[config.mk]
export PLATFORM = sky130hd
export DESIGN_NAME = vga_dxdy_up
export DESIGN_NICKNAME = d
export VERILOG_FILES = /design/src/rtl/vga_dxdy_up.sv
export SDC_FILE = /design/constraint.sdc
export NUM_CORES = 1
export LEC_CHECK = 0
export ABC_AREA = 1
export CELL_PAD_IN_SITES_DETAIL_PLACEMENT = 0
export CELL_PAD_IN_SITES_GLOBAL_PLACEMENT = 1
export CORE_ASPECT_RATIO = 0.75
export CORE_UTILIZATION = 46
export CTS_CLUSTER_SIZE = 25
export DETAILED_ROUTE_END_ITERATION = 10
export GPL_ROUTABILITY_DRIVEN = 1
export GPL_TIMING_DRIVEN = 0
export PLACE_DENSITY_LB_ADDON = 0.12
export SYNTH_ARGS = -nofsm -noshare
export SYNTH_HDL_FRONTEND = slang
export SYNTH_SLANG_ARGS = --single-unit
[constraint.sdc]
create_clock -name clk -period 4.8 [get_ports clk]
set_input_delay 1.44 -clock clk [delete_from_list [all_inputs] [get_ports clk]]
set_output_delay 1.44 -clock clk [all_outputs]
set_load 0.05 [all_outputs]
[src/rtl/vga_dxdy_up.sv]
// Display-to-source coordinate mapper for a 9/16 upscaler: accumulates source
// position per pixel/line, emits integer+fraction coordinates and drives line prefetch.
module vga_dxdy_up #(
    parameter int DST_W = 1280,
    parameter int DST_H = 960,
    parameter int SRC_W = 720,
    parameter int SRC_H = 540
) (
    input  logic       clk,
    input  logic       rst_n,
    input  logic       vga_vs,
    input  logic       vga_de,
    input  logic       vga_hs_end,
    input  logic       line_ack,
    output logic [9:0] src_x,
    output logic [9:0] src_y,
    output logic [3:0] vga_dx,
    output logic [3:0] vga_dy,
    output logic [7:0] vga_dxy,
    output logic       xy_vld,
    output logic       line_req,
    output logic [9:0] line_row,
    output logic       err_underflow
);

    // Per-step increment in 1/16 source units (9 for 720/1280 and 540/960)
    localparam int unsigned STEP_X = (SRC_W * 16) / DST_W;
    localparam int unsigned STEP_Y = (SRC_H * 16) / DST_H;
    localparam logic [13:0] INC_X  = 14'(STEP_X);
    localparam logic [13:0] INC_Y  = 14'(STEP_Y);
    localparam logic [9:0]  X_LAST = 10'(SRC_W - 1);
    localparam logic [9:0]  Y_LAST = 10'(SRC_H - 1);
    localparam logic [10:0] ROW_END = 11'(SRC_H);

    typedef enum logic [2:0] {
        IDLE = 3'd0,
        PRE0 = 3'd1,
        PRE1 = 3'd2,
        RUN  = 3'd3,
        REQ  = 3'd4
    } state_t;

    state_t state, state_nxt;

    logic [13:0] acc_x, acc_y, acc_y_nxt;
    logic [9:0]  cur_x, cur_y, new_y;
    logic [3:0]  cur_dx, cur_dy;
    logic [10:0] fetch_row;
    logic        fetch_ok;

    logic       s1_vld;
    logic [9:0] s1_x, s1_y;
    logic [3:0] s1_dx, s1_dy;

    logic       req_nxt;
    logic [9:0] row_nxt;

    assign acc_y_nxt = acc_y + INC_Y;
    assign cur_x     = acc_x[13:4];
    assign cur_y     = acc_y[13:4];
    assign new_y     = acc_y_nxt[13:4];
    assign cur_dx    = (cur_x == X_LAST) ? '0 : acc_x[3:0];
    assign cur_dy    = (cur_y == Y_LAST) ? '0 : acc_y[3:0];
    assign fetch_row = {1'b0, new_y} + 11'd1;
    assign fetch_ok  = (new_y > cur_y) && (fetch_row < ROW_END);

    // Accumulators; vga_vs dominates a coincident vga_hs_end
    always_ff @(posedge clk or negedge rst_n) begin
        if (!rst_n) begin
            acc_x <= '0;
            acc_y <= '0;
        end else begin
            if (vga_vs || vga_hs_end) acc_x <= '0;
            else if (vga_de)          acc_x <= acc_x + INC_X;
            if (vga_vs)               acc_y <= '0;
            else if (vga_hs_end)      acc_y <= acc_y_nxt;
        end
    end

    // Two-stage output pipeline; independent of vga_vs so in-flight pixels drain intact
    always_ff @(posedge clk or negedge rst_n) begin
        if (!rst_n) begin
            s1_vld  <= 1'b0;
            s1_x    <= '0;
            s1_y    <= '0;
            s1_dx   <= '0;
            s1_dy   <= '0;
            xy_vld  <= 1'b0;
            src_x   <= '0;
            src_y   <= '0;
            vga_dx  <= '0;
            vga_dy  <= '0;
            vga_dxy <= '0;
        end else begin
            s1_vld <= vga_de;
            if (vga_de) begin
                s1_x  <= cur_x;
                s1_y  <= cur_y;
                s1_dx <= cur_dx;
                s1_dy <= cur_dy;
            end
            xy_vld <= s1_vld;
            if (s1_vld) begin
                src_x   <= s1_x;
                src_y   <= s1_y;
                vga_dx  <= s1_dx;
                vga_dy  <= s1_dy;
                vga_dxy <= {4'b0, s1_dx} * {4'b0, s1_dy};
            end
        end
    end

    always_ff @(posedge clk or negedge rst_n) begin
        if (!rst_n) begin
            state         <= IDLE;
            line_req      <= 1'b0;
            line_row      <= '0;
            err_underflow <= 1'b0;
        end else begin
            state    <= state_nxt;
            line_req <= req_nxt;
            line_row <= row_nxt;
            if (vga_vs)
                err_underflow <= 1'b0;
            else if (vga_de && (state == PRE0 || state == PRE1 || state == REQ))
                err_underflow <= 1'b1;
        end
    end

    always_comb begin
        state_nxt = state;
        if (vga_vs) begin
            state_nxt = PRE0;
        end else begin
            case (state)
                IDLE: state_nxt = IDLE;
                PRE0: if (line_req && line_ack) state_nxt = PRE1;
                PRE1: if (line_req && line_ack) state_nxt = RUN;
                RUN:  if (vga_hs_end && fetch_ok) state_nxt = REQ;
                REQ:  if (line_req && line_ack) state_nxt = RUN;
                default: state_nxt = IDLE;
            endcase
        end
    end

    // Request drops for at least one cycle after every ack, so line_row only changes while low
    always_comb begin
        req_nxt = 1'b0;
        row_nxt = line_row;
        if (!vga_vs && !(line_req && line_ack)) begin
            case (state_nxt)
                PRE0: begin
                    req_nxt = 1'b1;
                    row_nxt = 10'd0;
                end
                PRE1: begin
                    req_nxt = 1'b1;
                    row_nxt = 10'd1;
                end
                REQ: begin
                    req_nxt = 1'b1;
                    if (state == RUN) row_nxt = fetch_row[9:0];
                end
                default: req_nxt = 1'b0;
            endcase
        end
    end

endmodule

After elaboration in Yosys (flattened, before gate mapping)
Index checks and enable logic that the tools add are counted.
{ "totals": {"inputBits": 6, "output_inout_bits": 49, "wordCells": 67, "reg_bits": 109} }
{ "classes": {"eq_ne": 10, "n_reduce_logical": 17, "muxes": 17, "magnitude_cmp": 2, "addsub": 3, "multipliers": 1} }
{ "op_table": {"columns": ["operator", "n"], "rows": [
  ["two-way mux 14 bit", 4],
  ["case mux 10 bit (3 select lines)", 1],
  ["adder 14 x 4 -> 14 bit, second input constant", 2],
  ["equality test 10 bit, second input constant", 2],
  ["two-way mux 3 bit", 4],
  ["adder 10 x 1 -> 11 bit, second input constant", 1],
  ["< comparator 11 x 10 -> 1 bit, second input constant", 1],
  ["greater-than comparator 10 bit", 1],
  ["two-way mux 10 bit", 1],
  ["equality test 3 x 2 -> 1 bit, second input constant", 3],
  ["case mux 3 bit (3 select lines)", 1],
  ["multiplier 4 x 4 -> 8 bit", 1],
  ["two-way mux 4 bit", 2],
  ["equality test 3 x 1 -> 1 bit, second input constant", 2],
  ["equality test 3 bit, second input constant", 2],
  ["nonzero test 2 bit", 3],
  ["logical AND 1 bit", 5],
  ["two-way mux 1 bit", 4],
  ["logical OR 1 bit", 3],
  ["AND reduction 3 bit", 1],
  ["nonzero test 3 bit", 1],
  ["OR reduction 3 bit", 1],
  ["logical NOT 1 bit", 2],
  ["!= test 2 bit, second input constant", 1],
  ["OR reduction 2 bit", 1]
]} }

Logic depth before layout (Yosys ltp)
{ "depth": {"word_depth": 12, "ltp_mapped": 31, "depth_no_buf": 31} }

Worst setup path before layout
OpenSTA, ideal clock, no wires.
{ "synth_path": {"path_kind": "register to register", "from": "register acc_y[0]", "to": "register line_row[0]", "required_time_ns": 4.681, "path_buffers": 1, "synth_period_minus_slack_ns": 3.072, "stages_incl_launch_ff": 31, "setup_ns": 0.119, "t_arrival_ns": 2.953, "slack_ns": 1.728, "cell_sequence": "dfrtp_1 > ha_1 > nand2_1 > inv_1 > nor2_1 > nor2_1 > inv_1 > nor2_1 > inv_1 > nor2_1 > ha_1 > inv_1 > nor2_1 > inv_1 > nand2_1 > nand3_1 > nor2_1 > nand2_1 > nand3_1 > nand2_1 > nand2_1 > nand2_1 > a21oi_2 > nand2_2 > o21ai_2 > nand2_2 > buf_6 > nand3_4 > nand3_4 > nand2_1 > nand2_1"} }
{ "synth_between": {"elab_chain_len": 11, "elab_cells_between_ends": 17, "cone_classes": "add/sub: 2; order compare: 2; eq/ne: 4; mux: 5; reduce/logical: 4"} }
{ "synth_rtl": {"columns": ["item", "line_no", "text"], "rows": [
  ["start, declared", "45", "logic [13:0] acc_x, acc_y, acc_y_nxt;"],
  ["start signal, assigned", "76", "else if (vga_hs_end) acc_y <= acc_y_nxt;"],
  ["adder 14 x 4 -> 14 bit (*)", "58", "assign acc_y_nxt = acc_y + INC_Y;"],
  ["adder 10 x 1 -> 11 bit", "64", "assign fetch_row = {1'b0, new_y} + 11'd1;"],
  ["< comparator 11 x 10 -> 1 bit", "65", "assign fetch_ok = (new_y > cur_y) && (fetch_row < ROW_END);"],
  ["logical AND 1 bit", "65", null],
  ["logical AND 1 bit", "139", "RUN: if (vga_hs_end && fetch_ok) state_nxt = REQ;"],
  ["two-way mux 3 bit", "139", null],
  ["case mux 3 bit (3 select lines)", "135", "case (state)"],
  ["two-way mux 3 bit", "132", "if (vga_vs) begin"],
  ["equality test 3 bit, or another cell as far along", "151", "case (state_nxt)"],
  ["!= test 2 bit (no source line) or nonzero test 3 bit (tied branches)", null, null],
  ["AND reduction 3 bit (no source line)", null, null],
  ["end signal, assigned", "122", "line_row <= row_nxt;"],
  ["end, declared", "22", "output logic [9:0] line_row,"]
]} }
Every way passes the cells marked *; elsewhere a longest branch is shown, timed or not. The select of a mux whose other input is x is not followed.
A chain may end at the register's enable or synchronous reset.

Worst setup path in the final report
{ "layout_path": {"from": "register acc_y[1]", "to": "register line_row[1]"} }
The elaborated chain is that of the path after synthesis.

==> results.sh <==
export IMPL_status="completed"
export IMPL_cts_inserted_buffers=9
export IMPL_grtUsageMet3=0.0430
export IMPL_grt_pass1_wl_um=21000
export IMPL_drc_errors=0
export IMPL_path_clk_slew_ns=0.07
export IMPL_cts_tree="done"
export IMPL_cpMostUsedCell="nand2_1"
export IMPL_rsz0062_at_grt="false"
export IMPL_power_density_nw_per_um2=319
export IMPL_synth_edf_count=0
export IMPL_port_buffers=54
export IMPL_track_usage=0.212
export IMPL_n_fill_cell=1127
export IMPL_p_clk_frac=0.365
export IMPL_p_comb_frac=0.174
export IMPL_globalRouteMet2Util=0.309
export IMPL_fmax_ghz=0.274
export IMPL_drtIter0Drc=240
export IMPL_fp_dieH_um=97.7
export IMPL_drtPass1Iterations=5
export IMPL_finalCritPeriodShare=0.761
export IMPL_drtAntennaViolNets=0
export IMPL_synth_area_um2=5610
export IMPL_max_stage_delay_ns=0.43
export IMPL_power_leakage_nw=3.20
export IMPL_ys_warn_count=0
export IMPL_fin_setup_tns_ns=0
export IMPL_vias=4481
export IMPL_yosysTopAreaCellShare=0.486
export IMPL_peakVddDrop_v=0.000178
export IMPL_postSynthAreaPerCell_um2=8.21
export IMPL_worst_pin_slew_ns=0.618
export IMPL_syn_inst=684
export IMPL_power_total_mw=2.13
export IMPL_antenna_found_initial=0
export IMPL_slowest_stage="dfrtp_1"
export IMPL_wl_um=12300
export IMPL_rows=34
export IMPL_cp_required_ns=5.04
export IMPL_yosys_area_top_type="dfrtp_1"
export IMPL_htreeDepth=3
export IMPL_first_global_vias=4350
export IMPL_num_nets_final=780
export IMPL_cts_sinks=109
export IMPL_netSwitchingFraction=0.282
export IMPL_finalHoldViolations=0
export IMPL_hold_class="reg -> reg"
export IMPL_max_slew_margin=0.588
export IMPL_gr_usage_met1=0.323
export IMPL_crit_fanout=10
export IMPL_routedWlPerCell_um=13.4
export IMPL_maxCapViolCount=0
export IMPL_utilization=0.570
export IMPL_min_period_ns=3.65
export IMPL_top_usage_layer="met1"
export IMPL_async_flop_share=1.00
export IMPL_cp_arrival_ns=3.89
export IMPL_initial_core_util=0.478
export IMPL_cts_hold_buf=0
export IMPL_n_antenna_cell=0
export IMPL_worstSkewPairLatency_ns=0.35
export IMPL_drv_slew=0
export IMPL_crit_type="reg -> reg"
export IMPL_ys_ff_latch=109
export IMPL_synth_seq_area_share=0.486
export IMPL_synthTopCellsByArea="dfrtp_1 49%, nand2_1 12%, inv_1 7.0%"
export IMPL_pwr_share_seq=0.461
export IMPL_synth_top_flop_cell="dfrtp_1"
export IMPL_cp_end_kind="flip-flop"
export IMPL_root_buffer="clkbuf_16"
export IMPL_grt_overflow=0
export IMPL_avgViaCountPerCell=4.89
export IMPL_num_io_pins=55
export IMPL_design_die_area_um2=12700
export IMPL_drive_above_1_share=0.0690
export IMPL_grt_max_degree=74
export IMPL_fp_dieW_um=130
export IMPL_fin_skew_ns=0.00933
export IMPL_hpwl_um=9180
export IMPL_syn_nets=714
export IMPL_power_internal_mw=1.53
export IMPL_cp_start_kind="flip-flop"
export IMPL_regArea_um2=2730
export IMPL_clock_path_buffers=2
export IMPL_multi_input_area_um2=2370
export IMPL_setup_violations=0
export IMPL_power_switching_mw=0.601
export IMPL_coreArea_um2=11700
export IMPL_area_delta_synth_final_pct=19.1
export IMPL_post_cts_setup_buffer_count=0
export IMPL_cts_resized=0
export IMPL_ys_types=41
export IMPL_gp_congestion=0.891
[cells in the mapped netlist (8+ instances only)]
cell / instances
a21oi_1: 19
clkbuf_1: 15
dfrtp_1: 109
ha_1: 20
inv_1: 105
nand2_1: 174
nand2_2: 8
nand3_1: 18
nand4_1: 14
nor2_1: 50
o21ai_0: 70
o22ai_1: 14
[per-stage QoR]
step                      cells  setup WS [ns]  hold WS [ns]  cell area [um2]
after global placement      900          -1.81         0.453             6360
final                       916           1.15         0.469             6690
after CTS                   916           1.17         0.475             6690
after floorplan             684           1.73         0.450             5610
after detailed placement    901           1.14         0.459             6380
after global routing        916          0.715         0.496             6690
[per-layer routing]
metal  routed length [um]  share of wire  vias to the layer above
li1                     -              -                     2315
met1                 6610           0.54                     2089
met2                 5180           0.42                       67
met3                  373          0.030                       10
met4                  110         0.0090                        0
met5                    0              0                        -
[cell families (layout without fill, tap and decap cells)]
logic type      after synthesis  count (layout)  synth area share
xor+xnor                     10              10            0.0156
flops                       109             109             0.486
compound gates              113             113             0.109
simple gates                296             296             0.238
buf+inv                     132             202            0.0925
fa+ha+maj                    24              24            0.0588
[power by group through the flow]
stage	combinational [mW]	clock, mW	sequential [mW]
3_3_place_gp	0.364	0	1.00
6_report	0.371	0.778	0.984
5_1_grt	0.412	0.832	0.989
3_5_place_dp	0.375	0	1.00
4_1_cts	0.376	0.799	0.983
2_1_floorplan	0.200	0	1.06
[area by class of cell]
class                           count  area share
Tap cell                          162      0.0303
Inverter                          112      0.0629
Timing Repair Buffer               55      0.0845
Multi-Input combinational cell    443       0.354
Buffer                             20      0.0148
Sequential cell                   109       0.408
Clock inverter                      4      0.0110
Clock buffer                       11      0.0348
[cell usage in the layout, fill, tap and decap left out, drive strengths merged]
master         instances
o2111ai                1
a21oi                 20
clkdlybuf4s50         53
o22a                   1
fa                     4
clkbuf                26
o211ai                 1
dfrtp                109
bufinv                 2
ha                    20
a31oi                  2
nand3                 26
o21a                   1
xor2                   7
nand4                 15
o21ai                 71
inv                  110
xnor2                  3
nor3                   7
nor4                   4
nor2                  56
a211oi                 1
nand3b                 1
buf                    7
o22ai                 14
and2                   2
a22o                   1
nand2                185
clkinv                 4
[flip-flops by register name (all words and copies together), names as in the netlist, 8 cells and up]
| name | count |
|---|---|
| s1_y | 10 |
| s1_x | 10 |
| acc_x | 14 |
| acc_y | 14 |
| src_y | 10 |
| line_row | 10 |
| src_x | 10 |
| vga_dxy | 8 |
[worst max-delay path: cells and delay by family, from the launching register on]
kind	cells	cell delay [ns]
buffers and inverters	5	0.53
AOI/OAI and AO/OA	2	0.29
and+or+nand+nor	20	1.79
adders and majority gates	2	0.49
DFF	1	0.43
[final timing paths]
path | cells after the start | startpoint | slack (ns) | end
min in group asynchronous | 1 | rst_n | 1.05 | vga_dxy[5]$_DFFE_PN0P_
max in group asynchronous | 2 | rst_n | 3.04 | src_y[6]$_DFFE_PN0P_
hold / removal | 2 | vga_dy[0]$_DFFE_PN0P_ | 0.47 | vga_dy[0]$_DFFE_PN0P_
setup / recovery | 29 | acc_y[1]$_DFFE_PN0N_ | 1.15 | line_row[1]$_DFFE_PN0P_
hold reg to reg | 2 | vga_dy[0]$_DFFE_PN0P_ | 0.47 | vga_dy[0]$_DFFE_PN0P_
setup reg to reg | 29 | acc_y[1]$_DFFE_PN0N_ | 1.15 | line_row[1]$_DFFE_PN0P_
(Power assumes the default switching activity.)
